**config.mk**
```make
export PLATFORM = sky130hd
export DESIGN_NAME = latch_sync_debounce
export DESIGN_NICKNAME = d
export VERILOG_FILES = /design/src/rtl/latch_sync_debounce.sv
export SDC_FILE = /design/constraint.sdc
export NUM_CORES = 1
export LEC_CHECK = 0
export ABC_AREA = 1
export CORE_MARGIN = 5
export CORE_UTILIZATION = 45
export DETAILED_ROUTE_END_ITERATION = 10
export GPL_TIMING_DRIVEN = 0
export PLACE_DENSITY_LB_ADDON = 0.08
export SETUP_SLACK_MARGIN = 0.3
export SLEW_MARGIN = 20
export SYNTH_ARGS = -nofsm -noshare
export SYNTH_HDL_FRONTEND = slang
export SYNTH_SLANG_ARGS = --single-unit
```
**constraint.sdc**
```tcl
create_clock -name clk -period 1.2 [get_ports clk]
set_input_delay 0.36 -clock clk [delete_from_list [all_inputs] [get_ports clk]]
set_output_delay 0.36 -clock clk [all_outputs]
set_load 0.01 [all_outputs]
```
**src/rtl/latch_sync_debounce.sv**
```systemverilog
// latch_sync_debounce
// Takes the asynchronous Q level of the upstream D latch into the clk domain.
// It uses a two-flop synchronizer and debounces the result with a fixed
// stability window. It publishes a clean level, one-cycle rise/fall strobes
// and a saturating count of accepted transitions.
// dbg_state exposes the qualification FSM so checkers can bind to it.
module latch_sync_debounce #(
    parameter int DEBOUNCE_CYCLES = 4,  // legal range 2..255
    parameter int CNT_W           = 8
) (
    input  logic             clk,
    input  logic             rst,
    input  logic             D_IN,
    input  logic             clr_cnt,
    output logic             Q_STABLE,
    output logic             RISE,
    output logic             FALL,
    output logic             BUSY,
    output logic [CNT_W-1:0] EDGE_CNT,
    output logic [1:0]       dbg_state
);

    localparam int DB_W = $clog2(DEBOUNCE_CYCLES + 1);
    localparam logic [DB_W-1:0] DB_LAST = DB_W'(DEBOUNCE_CYCLES - 1);
    localparam logic [CNT_W-1:0] CNT_MAX = '1;

    typedef enum logic [1:0] {
        STABLE_LO = 2'd0,
        WAIT_HI   = 2'd1,
        STABLE_HI = 2'd2,
        WAIT_LO   = 2'd3
    } state_t;

    state_t          state;
    state_t          state_nxt;
    logic [DB_W-1:0] db_cnt;
    logic [DB_W-1:0] db_cnt_nxt;
    logic            s1;
    logic            s2;
    logic            acc_rise;
    logic            acc_fall;

    // Two-flop synchronizer; only s2 is safe to use downstream.
    always_ff @(posedge clk) begin
        if (rst) begin
            s1 <= 1'b0;
            s2 <= 1'b0;
        end else begin
            s1 <= D_IN;
            s2 <= s1;
        end
    end

    // FSM state and stability counter registers.
    always_ff @(posedge clk) begin
        if (rst) begin
            state  <= STABLE_LO;
            db_cnt <= '0;
        end else begin
            state  <= state_nxt;
            db_cnt <= db_cnt_nxt;
        end
    end

    // Next-state logic: a candidate level must persist DEBOUNCE_CYCLES
    // consecutive samples. Any sample back at the old level rejects the
    // candidate as a glitch.
    always_comb begin
        state_nxt  = state;
        db_cnt_nxt = db_cnt;
        acc_rise   = 1'b0;
        acc_fall   = 1'b0;
        case (state)
            STABLE_LO: begin
                if (s2) begin
                    state_nxt  = WAIT_HI;
                    db_cnt_nxt = DB_W'(1);
                end
            end
            WAIT_HI: begin
                if (s2) begin
                    if (db_cnt == DB_LAST) begin
                        state_nxt  = STABLE_HI;
                        db_cnt_nxt = '0;
                        acc_rise   = 1'b1;
                    end else begin
                        db_cnt_nxt = db_cnt + DB_W'(1);
                    end
                end else begin
                    state_nxt  = STABLE_LO;
                    db_cnt_nxt = '0;
                end
            end
            STABLE_HI: begin
                if (!s2) begin
                    state_nxt  = WAIT_LO;
                    db_cnt_nxt = DB_W'(1);
                end
            end
            WAIT_LO: begin
                if (!s2) begin
                    if (db_cnt == DB_LAST) begin
                        state_nxt  = STABLE_LO;
                        db_cnt_nxt = '0;
                        acc_fall   = 1'b1;
                    end else begin
                        db_cnt_nxt = db_cnt + DB_W'(1);
                    end
                end else begin
                    state_nxt  = STABLE_HI;
                    db_cnt_nxt = '0;
                end
            end
            default: begin
                state_nxt  = STABLE_LO;
                db_cnt_nxt = '0;
            end
        endcase
    end

    // Registered level and one-cycle strobes, updated only on acceptance.
    always_ff @(posedge clk) begin
        if (rst) begin
            Q_STABLE <= 1'b0;
            RISE     <= 1'b0;
            FALL     <= 1'b0;
        end else begin
            RISE <= acc_rise;
            FALL <= acc_fall;
            if (acc_rise) begin
                Q_STABLE <= 1'b1;
            end else if (acc_fall) begin
                Q_STABLE <= 1'b0;
            end
        end
    end

    // Saturating edge counter; a clear coinciding with an acceptance counts that edge.
    always_ff @(posedge clk) begin
        if (rst) begin
            EDGE_CNT <= '0;
        end else if (acc_rise || acc_fall) begin
            if (clr_cnt) begin
                EDGE_CNT <= CNT_W'(1);
            end else if (EDGE_CNT != CNT_MAX) begin
                EDGE_CNT <= EDGE_CNT + CNT_W'(1);
            end
        end else if (clr_cnt) begin
            EDGE_CNT <= '0;
        end
    end

    assign BUSY      = (state == WAIT_HI) || (state == WAIT_LO);
    assign dbg_state = state;

endmodule
```
==> results of run 1 <==
## synth_stat cells
library cell,n,share of area (%)
a211oi_1,1,0.79
a21oi_1,9,4.7
buf_2,1,0.53
clkbuf_1,1,0.39
clkinv_2,1,0.53
dfxtp_1,18,38
ha_1,2,2.6
inv_1,16,6.3
inv_2,2,0.79
nand2_1,33,13
nand2_2,5,3.3
nand2_4,5,5.9
nand3_1,8,4.2
nand3_2,1,1.1
nand3_4,1,1.8
nand4_1,3,2.0
nor2_1,12,4.7
nor2_2,2,1.3
nor2_8,1,2.1
nor3_1,4,2.1
o211ai_1,1,0.79
o21ai_0,4,2.1
o21bai_1,1,0.79
## layout make-up
class | count | area share (%)
tap | 27 | 2.074
sequential | 18 | 24.27
buffer | 2 | 1.536
multi-input combinational | 93 | 40.02
inverter | 19 | 5.300
timing repair buffer | 43 | 24.58
clock buffer | 4 | 2.227
## power breakdown
group / switching (mW) / leakage [nW] / internal, mW
Sequential: 0.00831 / 0.155 / 0.591
Combinational: 0.0710 / 0.518 / 0.0629
Clock: 0.235 / 0.0210 / 0.186
## sequential cells by signal, summed over array words and instances, names as in the netlist, named ones only
| register | cells |
|---|---|
| Q_STABLE | 1 |
| EDGE_CNT | 8 |
| dbg_state | 1 |
| db_cnt | 3 |
| s2 | 1 |
| s1 | 1 |
| FALL | 1 |
| RISE | 1 |
## layer usage
layer | GRT usage [%] | vias to the layer above | part of all wire [%]
met5 | 0 | - | 0
met4 | 9.492 | 0 | 4.8
met3 | 4.408 | 15 | 6.8
met2 | 28.55 | 61 | 49
met1 | 20.78 | 520 | 39
li1 | - | 516 | -
## critical path, stage by stage (launching register included)
cell     delay (ns)
dfxtp_2        0.35
buf_4          0.13
nand2_1        0.09
nor2_2         0.19
nand3_2        0.17
nand3_1        0.16
nand2_1        0.11
inv_1          0.08
nor2_1         0.05
## path summary, 6_finish.rpt
kind                     from  slack, ns  depth (start not counted)           to
setup reg to reg  EDGE_CNT[6]      -0.24                          8  EDGE_CNT[5]
setup / recovery  EDGE_CNT[6]      -0.24                          8  EDGE_CNT[5]
hold reg to reg            s1       0.41                          2           s2
hold / removal             s1       0.41                          2           s2
## per-stage QoR
step,TNS (ns),hold slack [ns]
finish,-0.9164,0.4061
floorplan,0,0.3809
global route,-1.578,0.4204
CTS,-0.1900,0.4083
global placement,-5.927,0.3874
detailed placement,-6.146,0.3916
## cell families after synthesis
logic type               after synthesis  synth area share [%]
AO/OA/AOI/OAI                         16                 9.223
adder cells (fa/ha/maj)                2                 2.635
buffers and inverters                 21                 8.563
flip-flops                            18                 37.95
AND/OR/NAND/NOR                       75                 41.63
## timing repair
| action | 4_1_cts | 5_1_grt |
|---|---|---|
| hold buffers | 0 | 0 |
| setup buffers | 21 | 5 |
| setup endpoints to repair | 31 | 30 |
| gates resized for setup | 97 | 26 |
| pin swaps | 15 | 4 |
==> run metrics, run 1 <==
IO buf count=17; Period minus WS final=1.441 ns; Slew HR=83.68%; row count=16; dpl cells=176; CTS root buf=clkbuf_4; drt total wl=3294 µm; Finished Cell Area=1629 µm²; DRC=0; worst slew pin tran=0.2449 ns; pre-CTS WS=-0.3901 ns; Routed Antenna Nets=0; worst hold path type=flip-flop to flip-flop; synth unique cells=23; share of cells above drive strength 1=56.42%; Storage cell area=395.4 µm²; crit path capture type=flip-flop; Multi-input gate area=651.9 µm²; global-route wire length before repair=4333 µm; CP Max Fanout=4; Net Count, Synth=138; total track usage=17.46%; final worst slack=-0.2407 ns; I/O pins=18; core area=1982 µm²; Worst Skew=0.007971 ns; die width=55.94 µm; H-Tree Depth=1; Cells after Synth=132; crit path kind=flip-flop to flip-flop; Filler Cell Count=111; flops & latches, synth=18; largest net degree at the start of global routing=11; Pre-antenna DRT Iters=4; clock slew at reported path FFs=0.12 ns; Leakage=0.6939 nW; max-slew violation count=0; Vias=1112; final setup vio count=10; Syn-to-layout area delta=71.54%; fmax=0.6941 GHz; die height=55.94 µm; MaxCap Viol Count=0; synthesized area=949.7 µm²; fin cells=206; Initial Util=47.92%; Critical Path AT=1.66 ns; vias in the first global route=1020; drt via density=5.398; final core utilization=82.20%; Tot Pwr=1.155 mW; GRT Residual Overflow=0; most common cell after layout, fill and taps aside=nand2_1; RePlAce Congestion=0.8214; RSZ-0062 raised after global routing=yes; Peak VDD IR=0.8996 mV; Startpoint Class=flip-flop; Post-DP HPWL=1620 µm; placed inst area=1225 µm²; ANT cells=0; worst skew pair latency=0.33 ns; period utilisation layout=120.1%; initial antenna violation count=0; commonest non-fill, non-tap cells in the layout=26 x nand2_1, 22 x buf_6, 16 x buf_4, 15 x inv_1, 11 x nand2_4; die area=3129 µm²; Hold Vio Cnt, Final=0; Clock Path Buffers=2; Power per Cell Area=708.9 nW/µm²; CTS Sinks=18; CTS Buf Count=3; Worst EP required=1.42 ns; syn_area_per_cell=7.194 µm²; status=finished, violations left; CTS tree=built; violated checks=setup timing; register area share after synthesis=37.94%; # nets final=186; synthesis warning total=0; mean routed wirelength per cell=15.99 µm; initial DRC count=28
Note: power is estimated with default switching activity, not from simulation.
==> run 2, diff against run 1 <==
--- a/config.mk
+++ b/config.mk
@@ -6,7 +6,6 @@
 export NUM_CORES = 1
 export LEC_CHECK = 0
 export ABC_AREA = 1
-export CORE_MARGIN = 5
 export CORE_UTILIZATION = 45
 export DETAILED_ROUTE_END_ITERATION = 10
 export GPL_TIMING_DRIVEN = 0
==> run 2 against run 1 <==
Global-route usage increased by 6.3 points; the run still ends with setup timing left; combinational power decreased by 7%; critical path depth increased by 1.
==> run metrics, run 2 (synthesis results as in run 1) <==
Leakage=0.6817 nW (was 0.6939 nW); Power per Cell Area=655.0 nW/µm² (was 708.9 nW/µm²); FF-to-FF End=EDGE_CNT[3] (was EDGE_CNT[5]); CTS tree=built (unchanged); CTS Sinks=18 (unchanged); CTS Buf Count=3 (unchanged); vias in the first global route=847 (was 1020); Psw=275.9 µW (was 314.4 µW); Slew HR=84.99% (was 83.68%); final core utilization=81.19% (was 82.20%); most common cell after layout, fill and taps aside=nand2_1 (unchanged); worst hold path type=flip-flop to flip-flop (unchanged); drt via density=5.010 (was 5.398); Period minus WS final=1.288 ns (was 1.441 ns); drt total wl=2427 µm (was 3294 µm); CTS root buf=clkbuf_4 (unchanged); Most flops, register=EDGE_CNT (unchanged); commonest non-fill, non-tap cells in the layout=22 x nand2_1, 20 x buf_4, 16 x buf_6, 15 x inv_1, 12 x nand2_2 (was 26 x nand2_1, 22 x buf_6, 16 x buf_4, 15 x inv_1, 11 x nand2_4); Vias=1027 (was 1112); Filler Cell Count=117 (was 111); Reg2Reg Depth=9 (was 8); Initial Util=47.92% (unchanged); clock share of power=31.6% (was 36.5%); CP Max Fanout=4 (unchanged); final worst slack=-0.08826 ns (was -0.2407 ns); initial DRC count=26 (was 28); total track usage=23.75% (was 17.46%); Top Registers=EDGE_CNT x8, db_cnt x3 (unchanged); mean routed wirelength per cell=11.84 µm (was 15.99 µm); GRT Residual Overflow=0 (unchanged); clock slew at reported path FFs=0.11 ns (was 0.12 ns); sequential power share=56.6% (was 51.9%); core area=1982 µm² (unchanged); crit path kind=flip-flop to flip-flop (unchanged); Syn-to-layout area delta=69.43% (was 71.54%); Clock Path Buffers=2 (unchanged); pre-CTS WS=-0.4101 ns (was -0.3901 ns); worst skew pair latency=0.30 ns (was 0.33 ns); violated checks=setup timing (unchanged); hold endpoint=s2 (unchanged); # nets final=185 (was 186); setup slack, reg-to-reg=-0.09 ns (was -0.24 ns); global-route wire length before repair=3691 µm (was 4333 µm); Critical Path AT=1.53 ns (was 1.66 ns); largest net degree at the start of global routing=11 (unchanged); crit path capture type=flip-flop (unchanged); initial antenna violation count=0 (unchanged); row count=16 (unchanged); die height=47.94 µm (was 55.94 µm); Sw Ratio=26.18% (was 27.23%); Post-DP HPWL=1539 µm (was 1620 µm); share of cells above drive strength 1=58.43% (was 56.42%); Startpoint Class=flip-flop (unchanged); Routed Antenna Nets=0 (unchanged); ANT cells=0 (unchanged); status=finished, violations left (unchanged); die area=2298 µm² (was 3129 µm²); die width=47.94 µm (was 55.94 µm); Hold Crit Start=s1 (unchanged); MaxCap Viol Count=0 (unchanged); Pre-antenna DRT Iters=5 (was 4); max-slew violation count=0 (unchanged); Worst EP required=1.44 ns (was 1.42 ns); worst slew pin tran=0.2244 ns (was 0.2449 ns); final setup vio count=8 (was 10); internal power=778.0 µW (was 840.4 µW); DRC=0 (unchanged); Peak VDD IR=0.5959 mV (was 0.8996 mV); I/O pins=18 (unchanged); IO buf count=17 (unchanged); Worst Skew=0.007335 ns (was 0.007971 ns); combinational power share=11.8% (was 11.6%); reg2reg start=EDGE_CNT[0] (was EDGE_CNT[6]); Hold Vio Cnt, Final=0 (unchanged); count of cells along the worst hold path=2 (unchanged); Largest register FFs=8 (unchanged); RePlAce Congestion=0.8308 (was 0.8214); CTS Hold Bufs=0 (unchanged); RSZ-0062 raised after global routing=yes (unchanged); fmax=0.7762 GHz (was 0.6941 GHz); period utilisation layout=107.4% (was 120.1%); H-Tree Depth=1 (unchanged)
run 2: how the worst max path moves through the flow:
stage	start	end	depth (start not counted)	slack, ns
global placement	rst	dbg_state[0]	3	-0.38
finish	EDGE_CNT[0]	EDGE_CNT[3]	9	-0.09
floorplan	EDGE_CNT[2]	EDGE_CNT[7]	7	0.05
detailed placement	rst	dbg_state[0]	3	-0.41
global route	EDGE_CNT[1]	EDGE_CNT[3]	9	-0.15
CTS	EDGE_CNT[0]	EDGE_CNT[3]	9	-0.05
run 2: per-layer routing:
layer / vias to the layer above / GRT usage, % / wire, µm
met4: 0 / 12.78 / 45
met2: 21 / 36.49 / 1172
met3: 4 / 3.774 / 66
met1: 483 / 31.67 / 1142
li1: 519 / - / -
met5: - / 0 / 0
run 2: timing repair:
item | CTS | global route
setup buffers | 18 | 7
setup endpoints to repair | 31 | 30
pin swaps | 15 | 11
resized for setup | 94 | 26
run 2: final cells by class:
type                    count  area [µm²]  area share [%]
repair buffers             42       382.9           23.79
clock buffers               4       26.28           1.633
plain buffers               2       25.02           1.555
inverters                  19       81.33           5.054
well taps                  27       33.78           2.100
flip-flops and latches     18       397.9           24.73
multi-input cells          93       661.9           41.14
run 2: power by group through the flow:
stage	clock network, mW	registers, mW	logic (mW)
3_5_place_dp	0	0.621	0.0818
4_1_cts	0.331	0.598	0.114
3_3_place_gp	0	0.620	0.0802
6_report	0.333	0.596	0.124
2_1_floorplan	0	0.620	0.0497
5_1_grt	0.364	0.598	0.135
run 2: worst max-delay path, cell delays in order (launching register included):
cell     delay (ns)
dfxtp_4        0.38
ha_4           0.14
nand2_4        0.07
nor2_4         0.14
nand2_2        0.10
nand2_4        0.11
nand2_4        0.07
nand2_2        0.07
nand2_2        0.05
nor2_1         0.10
run 2: stage by stage:
step / power, mW / hold slack [ns] / instances / TNS, ns / instance area, µm²
detailed placement: 0.7023 / 0.3881 / 176 / -6.220 / 1225
finish: 1.054 / 0.4037 / 205 / -0.4146 / 1609
global route: 1.097 / 0.4679 / 205 / -1.000 / 1609
global placement: 0.7000 / 0.3851 / 176 / -5.887 / 1225
floorplan: 0.6698 / 0.3809 / 132 / 0 / 1021
CTS: 1.043 / 0.4057 / 198 / -0.1854 / 1463
==> run 3, diff against run 2 <==
--- a/config.mk
+++ b/config.mk
@@ -8,10 +8,9 @@
 export ABC_AREA = 1
 export CORE_UTILIZATION = 45
 export DETAILED_ROUTE_END_ITERATION = 10
-export GPL_TIMING_DRIVEN = 0
 export PLACE_DENSITY_LB_ADDON = 0.08
 export SETUP_SLACK_MARGIN = 0.3
-export SLEW_MARGIN = 20
+export SLEW_MARGIN = 5
 export SYNTH_ARGS = -nofsm -noshare
 export SYNTH_HDL_FRONTEND = slang
 export SYNTH_SLANG_ARGS = --single-unit
==> constraint.sdc (replaced) <==
create_clock -name clk -period 1.4 [get_ports clk]
set_input_delay 0.42 -clock clk [delete_from_list [all_inputs] [get_ports clk]]
set_output_delay 0.42 -clock clk [all_outputs]
set_load 0.01 [all_outputs]
==> run 3 against run 2 <==
The flow now finishes without violations; non-clock buffer count down 6; routed wire length fell by 5.4%; clock skew hardly changed; sequential power fell by 13%; sequential cell count unchanged; hold slack improved by 0.0071 ns; critical path depth up 1.
==> run metrics, run 3 (synthesis results as in run 1) <==
status=complete, no violations (was finished, violations left); Clock Path Buffers=2 (unchanged); Worst Skew=0.007783 ns (was 0.007335 ns); Hold Vio Cnt, Final=0 (unchanged); period utilisation layout=94.21% (was 107.4%); internal power=711.3 µW (was 778.0 µW); sequential power share=55.5% (was 56.6%); Peak VDD IR=0.6009 mV (was 0.5959 mV); core area=1982 µm² (unchanged); final worst slack=0.08105 ns (was -0.08826 ns); Psw=222.1 µW (was 275.9 µW); DRC=0 (unchanged); CTS root buf=clkbuf_4 (unchanged); Routed Antenna Nets=0 (unchanged); pre-CTS WS=-0.09533 ns (was -0.4101 ns); Worst EP required=1.64 ns (was 1.44 ns); FF-to-FF End=EDGE_CNT[5] (was EDGE_CNT[3]); crit path capture type=flip-flop (unchanged); placed inst area=1277 µm² (was 1225 µm²); I/O pins=18 (unchanged); CTS Sinks=18 (unchanged); total track usage=22.17% (was 23.75%); initial DRC count=22 (was 26); row count=16 (unchanged); Syn-to-layout area delta=53.23% (was 69.43%); Power per Cell Area=641.4 nW/µm² (was 655.0 nW/µm²); setup slack, reg-to-reg=0.08 ns (was -0.09 ns); MaxCap Viol Count=0 (unchanged); final setup vio count=0 (was 8); # nets final=179 (was 185); Slew HR=85.64% (was 84.99%); Pre-antenna DRT Iters=4 (was 5); Top Registers=EDGE_CNT x8, db_cnt x3 (unchanged); drt total wl=2297 µm (was 2427 µm); most common cell after layout, fill and taps aside=nand2_1 (unchanged); Reg2Reg Depth=10 (was 9); die height=47.94 µm (unchanged); Initial Util=47.92% (unchanged); largest net degree at the start of global routing=11 (unchanged); die area=2298 µm² (unchanged); Largest register FFs=8 (unchanged); CTS Hold Bufs=0 (unchanged); Post-DP HPWL=1575 µm (was 1539 µm); Hold Crit Start=s1 (unchanged); Most flops, register=EDGE_CNT (unchanged); worst hold path type=flip-flop to flip-flop (unchanged); IO buf count=17 (unchanged); Critical Path AT=1.56 ns (was 1.53 ns); crit path kind=flip-flop to flip-flop (unchanged); Startpoint Class=flip-flop (unchanged); count of cells along the worst hold path=2 (unchanged); commonest non-fill, non-tap cells in the layout=31 x nand2_1, 19 x buf_4, 15 x inv_1, 11 x nor2_1, 11 x buf_6 (was 22 x nand2_1, 20 x buf_4, 16 x buf_6, 15 x inv_1, 12 x nand2_2); die width=47.94 µm (unchanged); clock share of power=35.0% (was 31.6%); clock slew at reported path FFs=0.11 ns (about the same); RSZ-0062 raised after global routing=yes (unchanged); fmax=0.7582 GHz (was 0.7762 GHz); GRT Residual Overflow=0 (unchanged); vias in the first global route=849 (was 847); H-Tree Depth=1 (unchanged); worst slew pin tran=0.2147 ns (was 0.2244 ns); share of cells above drive strength 1=45.93% (was 58.43%); RePlAce Congestion=0.8813 (was 0.8308); mean routed wirelength per cell=11.54 µm (was 11.84 µm); Filler Cell Count=161 (was 117); Leakage=0.6330 nW (was 0.6817 nW); Finished Cell Area=1455 µm² (was 1609 µm²); final core utilization=73.42% (was 81.19%); ANT cells=0 (unchanged); reg2reg start=EDGE_CNT[1] (was EDGE_CNT[0]); CTS Buf Count=3 (unchanged); max-slew violation count=0 (unchanged); CP Max Fanout=4 (unchanged); combinational power share=9.4% (was 11.8%); worst skew pair latency=0.30 ns (about the same); drt via density=5.005 (was 5.010); TNS Setup=0 ns (was -0.4146 ns); hold endpoint=s2 (unchanged); initial antenna violation count=0 (unchanged); Sw Ratio=23.79% (was 26.18%); global-route wire length before repair=3532 µm (was 3691 µm); Vias=996 (was 1027); CTS tree=built (unchanged); Period minus WS final=1.319 ns (was 1.288 ns)
run 3: critical path, cell delays in order, from the launching register on:
cell	delay (ns)
dfxtp_4	0.37
buf_6	0.10
ha_4	0.13
nand2_4	0.06
nor2_4	0.14
nand2_2	0.10
nand2_4	0.11
nand2_4	0.06
nand2_1	0.06
nand2_1	0.05
nor2_1	0.07
run 3: worst max path at each step:
stage,from,to,slack (ns),depth (start not counted)
final,EDGE_CNT[1],EDGE_CNT[5],0.08,10
after CTS,EDGE_CNT[3],EDGE_CNT[3],0.11,1
after global placement,clr_cnt,EDGE_CNT[5],-0.08,7
after global routing,EDGE_CNT[1],EDGE_CNT[4],0.007,8
after detailed placement,clr_cnt,EDGE_CNT[3],-0.1,7
after floorplan,EDGE_CNT[2],EDGE_CNT[7],0.25,7
run 3: metal layers:
layer / vias up / global-route usage [%] / part of all wire [%]
li1: 503 / - / -
met1: 459 / 29.73 / 47
met2: 29 / 35.68 / 47
met3: 5 / 3.396 / 4.4
met4: 0 / 8.333 / 1.3
met5: - / 0 / 0
run 3: power groups by stage:
stage | registers, mW | logic, mW | clock network (mW)
finish | 0.518 | 0.0879 | 0.327
CTS | 0.520 | 0.0809 | 0.336
detailed placement | 0.532 | 0.0781 | 0
global route | 0.519 | 0.0976 | 0.356
global placement | 0.532 | 0.0765 | 0
floorplan | 0.533 | 0.0418 | 0
run 3: metrics by stage:
step	instances	hold slack, ns	power (mW)
after floorplan	132	0.3883	0.5748
after global placement	184	0.3922	0.6082
after detailed placement	184	0.3956	0.6101
after CTS	193	0.4134	0.9370
after global routing	199	0.4697	0.9725
final	199	0.4108	0.9334
run 3: final cells by class:
type / instances / area (µm²) / share of cell area [%]
inverter: 19 / 76.32 / 5.245
clock buffer: 4 / 36.28 / 2.494
multi-input combinational: 93 / 583.1 / 40.07
tap: 27 / 33.78 / 2.322
timing repair buffer: 38 / 342.8 / 23.56
sequential: 18 / 382.9 / 26.31
run 3: repair_timing:
item | 4_1_cts | 5_1_grt
pin swaps | 8 | 4
endpoints found under the hold margin | 0 | 0
resized for setup | 72 | 12
setup endpoints to repair | 22 | 26
buffers inserted | 5 | 6
cloned | 0 | 0
